**config.mk**
```make
export PLATFORM = sky130hd
export DESIGN_NAME = if_fetch_stage
export DESIGN_NICKNAME = d
export VERILOG_FILES = /design/src/rtl/if_fetch_stage.sv
export SDC_FILE = /design/constraint.sdc
export NUM_CORES = 1
export LEC_CHECK = 0
export ABC_AREA = 1
export BUFFER_PORTS_ARGS = -buffer_cell sky130_fd_sc_hd__buf_2
export CAP_MARGIN = 30
export CORE_ASPECT_RATIO = 0.7
export CORE_MARGIN = 2
export CORE_UTILIZATION = 30
export CTS_CLUSTER_SIZE = 20
export DETAILED_ROUTE_END_ITERATION = 10
export GPL_TIMING_DRIVEN = 0
export HOLD_SLACK_MARGIN = 0.08
export PLACE_DENSITY = 0.46
export SLEW_MARGIN = 15
export SYNTH_ARGS = -nofsm -noshare
export SYNTH_HDL_FRONTEND = slang
export SYNTH_SLANG_ARGS = --single-unit
```
**constraint.sdc**
```tcl
create_clock -name clk -period 8.6 [get_ports clk]
set_clock_uncertainty 0.1 [all_clocks]
set_input_delay 0.86 -clock clk [delete_from_list [all_inputs] [get_ports clk]]
set_output_delay 0.86 -clock clk [all_outputs]
set_load 0.005 [all_outputs]
```
**src/rtl/if_fetch_stage.sv**
```systemverilog
// Instruction-fetch stage in front of the L1 I-cache.
// Owns the PC and issues one word-aligned read per cycle. Cache stalls
// and back-end redirects are absorbed here, and {pc, instr} pairs go to
// decode through a 2-entry buffer.
//
// Handshakes:
//  - Cache request: held stable until accepted (read_C_L1 && !stall);
//    a raised request never drops before acceptance.
//  - Decode: a beat transfers when instr_valid && instr_ready.
//    instr / instr_pc hold while instr_valid && !instr_ready.
module if_fetch_stage #(
    parameter logic [31:0] RESET_PC = 32'h0000_0000
) (
    input  logic        clk,
    input  logic        rst,
    input  logic        redirect_valid,
    input  logic [31:0] redirect_pc,
    output logic [20:0] tag_C_L1,
    output logic [4:0]  index_C_L1,
    output logic [5:0]  offset,
    output logic        read_C_L1,
    output logic        flush,
    input  logic        stall,
    input  logic [31:0] read_data_L1_C,
    output logic        instr_valid,
    input  logic        instr_ready,
    output logic [31:0] instr,
    output logic [31:0] instr_pc,
    output logic        dbg_state_o
);

    typedef enum logic {
        ST_FETCH = 1'b0,
        ST_KILL  = 1'b1
    } state_t;

    localparam logic [31:0] RESET_PC_ALIGNED = RESET_PC & ~32'd3;

    state_t      state_q, state_d;
    logic [31:0] pc_q, pc_d;
    logic [31:0] saved_pc_q, saved_pc_d;
    logic        hold_q, hold_d;
    logic [1:0]  count_q, count_d;
    logic        rd_ptr_q, rd_ptr_d;
    logic [31:0] fifo_pc_q [2];
    logic [31:0] fifo_instr_q [2];

    logic [31:0] target;
    logic        stalled_req;
    logic        accept;
    logic        push;
    logic        pop;
    logic        wr_ptr;

    assign target      = redirect_pc & ~32'd3;

    // The address always reflects the current PC; it only changes once a
    // request is accepted, so it is naturally stable across a stall.
    assign tag_C_L1    = pc_q[31:11];
    assign index_C_L1  = pc_q[10:6];
    assign offset      = {pc_q[5:2], 2'b00};

    // In KILL the stalled refill must finish, so the request stays up.
    assign read_C_L1   = !rst && ((state_q == ST_KILL) || (count_q < 2'd2) || hold_q);
    assign stalled_req = read_C_L1 && stall;
    assign accept      = read_C_L1 && !stall;
    // Flush only aborts a lookup the cache has not committed to a refill.
    assign flush       = !rst && (state_q == ST_FETCH) && redirect_valid && !stalled_req;

    assign instr_valid = !rst && (count_q != 2'd0);
    assign pop         = instr_valid && instr_ready;
    // Responses in KILL and in a redirect cycle are discarded.
    assign push        = (state_q == ST_FETCH) && accept && !redirect_valid;
    assign wr_ptr      = rd_ptr_q ^ count_q[0];

    assign instr       = fifo_instr_q[rd_ptr_q];
    assign instr_pc    = fifo_pc_q[rd_ptr_q];
    assign dbg_state_o = state_q;

    // Next-state logic: redirect beats push, push/pop update occupancy.
    always_comb begin
        state_d    = state_q;
        pc_d       = pc_q;
        saved_pc_d = saved_pc_q;
        count_d    = count_q;
        rd_ptr_d   = rd_ptr_q;
        hold_d     = stalled_req;

        if (pop) begin
            rd_ptr_d = ~rd_ptr_q;
        end

        case ({push, pop})
            2'b10:   count_d = count_q + 2'd1;
            2'b01:   count_d = count_q - 2'd1;
            default: count_d = count_q;
        endcase

        case (state_q)
            ST_FETCH: begin
                if (redirect_valid) begin
                    count_d = 2'd0;
                    if (stalled_req) begin
                        saved_pc_d = target;
                        state_d    = ST_KILL;
                    end else begin
                        pc_d = target;
                    end
                end else if (accept) begin
                    pc_d = pc_q + 32'd4;
                end
            end
            ST_KILL: begin
                count_d = 2'd0;
                if (redirect_valid) begin
                    saved_pc_d = target;
                end
                if (!stall) begin
                    pc_d    = redirect_valid ? target : saved_pc_q;
                    state_d = ST_FETCH;
                end
            end
            default: state_d = ST_FETCH;
        endcase
    end

    // Control registers with synchronous reset.
    always_ff @(posedge clk) begin
        if (rst) begin
            state_q    <= ST_FETCH;
            pc_q       <= RESET_PC_ALIGNED;
            saved_pc_q <= RESET_PC_ALIGNED;
            hold_q     <= 1'b0;
            count_q    <= 2'd0;
            rd_ptr_q   <= 1'b0;
        end else begin
            state_q    <= state_d;
            pc_q       <= pc_d;
            saved_pc_q <= saved_pc_d;
            hold_q     <= hold_d;
            count_q    <= count_d;
            rd_ptr_q   <= rd_ptr_d;
        end
    end

    // Buffer storage; occupancy is tracked by count_q, so no reset needed.
    always_ff @(posedge clk) begin
        if (push) begin
            fifo_pc_q[wr_ptr]    <= pc_q;
            fifo_instr_q[wr_ptr] <= read_data_L1_C;
        end
    end

endmodule

```
==> summary.txt <==
Power
  • Peak VDD IR: approximately 120 uV
  • PD cells: 187.3 mW/mm^2
  • Lkg Pwr: 0.004431 uW

Routing
  • Routed len/inst: 16.70 um
  • Residual DRC count: 0
  • Detailed Routing Iterations Pass 1: 5
  • Post-DRT Antenna Nets: 0
  • Routed wire length: 26490 um
  • Detailed Route Iter0 Violations: approximately 380
  • Vias per inst: 4.526
  • Vias: 7179

CTS
  • Clock-pin transition on the worst setup and hold timing paths: 0.08 ns
  • Postcts setup bufs: 0
  • Clock Latency Late Sink: 0.45 ns
  • Gates resized, CTS repair: 0
  • CTS Buffer Depth: 2
  • CTS tree: built
  • H-tree Lvls: 4
  • Num CTS Buffers: 17
  • Hold buffers post-CTS: 0
  • Root buf cell: clkbuf_16
  • CTS Sinks: 198

GRT
  • Initial antenna violation count: 0
  • Met1 usage: 25.02%
  • First-pass GRT wire length: 39520 um
  • Total gr overflow: 0
  • Global-route usage over all layers: between 10% and 20%
  • Largest net degree at the start of global routing: 23
  • Met3 GRT Util: roughly 4.4%
  • Vias in the first global route: 6603
  • Met2 Use GR: between 20% and 30%
  • GRT busiest layer: met1

Synthesis
  • Post-synth top area cell: edfxtp_1
  • Most frequent cell after synthesis: nand2_1
  • Yosys warning total: 0
  • Synth top area share: a little over two fifths
  • Distinct cells, synth: 35
  • Top cells by area, synth: edfxtp_1 (42%), dfxtp_1 (15%), nand2_1 (9.5%)
  • Asr flop ratio synth: 0%
  • Area of the mapped netlist: 0.009181 mm^2
  • Primary FF master, synth: edfxtp_1
  • Post-synthesis sequential area ratio: 57.13%
  • EDFF count, synth: roughly 130
  • Gate count of the mapped netlist: 972
  • Syn_area_per_cell: 9.446 um^2
  • Yosys reg bits: 198
  • Commonest cells in the netlist: nand2_1 (232), nor2_1 (134), edfxtp_1 (128)

STA
  • Fin crit period: 3.426 ns
  • Slew Viols, Final: 0
  • Setup tns final: 0 ns
  • Final Hold Vio Count: 0
  • Crit share post-route: 39.83%
  • Slew @ Worst Pin: 0.7600 ns
  • Unrepaired setup endpoints after global routing: false
  • Final setup margin: between 5 and 6 ns
  • Headroom to the max-slew limit: 49.33%
  • Max Clk Rate: between 0.2 and 0.3 GHz
  • Final setup fails: 0
  • Fin Hold WS: 0.3509 ns

Placement
  • Final HPWL DP: 19620 um
  • GPL Wtd Cong: around 0.85
  • Port bufs: about 160
  • Placed Instances: 1554
  • Pre-CTS WS: a little over 5 ns

Floorplan
  • Die Ht: 150.4 um
  • Die width: around 210 um
  • Num ports: 169
  • Starting Density: 30.56%
  • Core area: 0.03004 mm^2
  • FP Rows: 53
  • Die ar.: 0.03204 mm^2

Finish
  • Sequential cell area: 0.005245 mm^2
  • Fillers: 3080
  • Diode count: 0
  • Non-Filler Instances: around 1600
  • Share of cells above drive strength 1: 27.77%
  • Final Core Density: 37.36%
  • Nets: 1231
  • Area occupied by multi-input gates: 0.003251 mm^2
  • Layout area overhead: 22.23%

Setup path
  • Cell with the most instances on the worst path: buf_2
  • CP delay by family, top: buffers and inverters
  • Crit path cell chain: buf_2 -> inv_1 -> buf_2 -> clkbuf_1 -> o211ai_1 -> inv_1 -> buf_2
  • Element type at the critical path end: primary output
  • Critical path class: in -> out
  • Crit path largest cell delay: 0.59 ns
  • Req. time, crit path: 7.64 ns
  • Max FO, Critical Path: 10
  • Buf/Inv on CP: 6
  • Crit path launch type: primary input
  • Crit path DAT: 2.47 ns
  • Critical Path Slowest Stage Cell: clkbuf_1

Run
  • Max Cap Viol: 0

Min path
  • Worst Hold Class: reg -> reg

Outcome
  • Status: finished, final reports clean
## layer usage
| layer | wire length (um) | part of all wire [%] | vias up |
|---|---|---|---|
| met5 | 0 | 0 | - |
| met3 | 1646 | 6.2 | 14 |
| met1 | 13560 | 51 | 3376 |
| met4 | 161 | 0.61 | 0 |
| li1 | - | - | 3614 |
| met2 | 11120 | 42 | 175 |
## logic make-up (layout without fill, tap and decap cells)
| group | count (synthesis) | in the layout | share of synthesized area [%] |
|---|---|---|---|
| flops | 198 | 198 | 57.13 |
| mux | 64 | 64 | 7.850 |
| compound gates | 150 | 150 | 8.926 |
| other cells | 1 | 2 | 0.04084 |
| simple gates | 410 | 410 | 17.77 |
| fa+ha+maj | 1 | 1 | 0.1363 |
| buf+inv | 143 | 344 | 7.672 |
| xor+xnor | 5 | 5 | 0.4771 |
## sequential cells by signal, summed over array words and instances (netlist names), named ones only
name,count
fifo_instr_q,64
rd_ptr_q,1
hold_q,1
dbg_state_o,1
pc_q,32
fifo_pc_q,64
saved_pc_q,32
count_q,2
## report_power, final
part	switching [uW]	internal (uW)
clock	367	400
combinational	138	104
sequential	38.9	1050
total	544	1560
## worst min-delay path, cell delays in order (launching register included)
cell	delay (ns)
dfxtp_1	0.30
inv_1	0.06
nor3_1	0.05
## per-stage QoR
step                      cell area (um^2)  power (uW)
after global routing                 11220        2196
after floorplan                       9185        1245
final                                11220        2101
after detailed placement             10680        1358
after global placement               10520        1353
after CTS                            11220        2126
## cells in the final DEF (no fill, tap or decap), types with 4 or more instances in the layout
cell | Yosys | layout
nand3_1 | 30 | 30
o21ai_0 | 68 | 68
mux2_2 | 64 | 64
o211ai_1 | 5 | 5
clkbuf_1 | 16 | 20
clkbuf_16 | 0 | 17
buf_2 | 14 | 177
buf_16 | 0 | 4
edfxtp_1 | 128 | 128
dfxtp_1 | 70 | 70
nand2_1 | 232 | 232
nor2_1 | 134 | 132
buf_4 | 38 | 38
o22ai_1 | 12 | 12
a21oi_1 | 56 | 56
nand4_1 | 6 | 6
inv_1 | 68 | 68
## cell type report
cell class,count,share of cell area [%]
plain buffers,71,3.869
clock buffers,21,3.925
clock inverters,11,0.8920
inverters,72,2.408
multi-input cells,632,28.97
flip-flops and latches,198,46.74
well taps,412,4.594
repair buffers,169,8.607
## worst paths after layout
kind / startpoint / to / slack [ns] / cells after the start
hold reg to reg: saved_pc_q[1]$_SDFFE_PP0P_ / saved_pc_q[1]$_SDFFE_PP0P_ / 0.35 / 2
hold / removal: saved_pc_q[1]$_SDFFE_PP0P_ / saved_pc_q[1]$_SDFFE_PP0P_ / 0.35 / 2
setup / recovery: rst / flush / 5.17 / 7
setup reg to reg: dbg_state_o$_SDFF_PP0_ / fifo_pc_q[1][22]$_DFFE_PP_ / 5.75 / 6
Power figures use the tool's default switching activity.
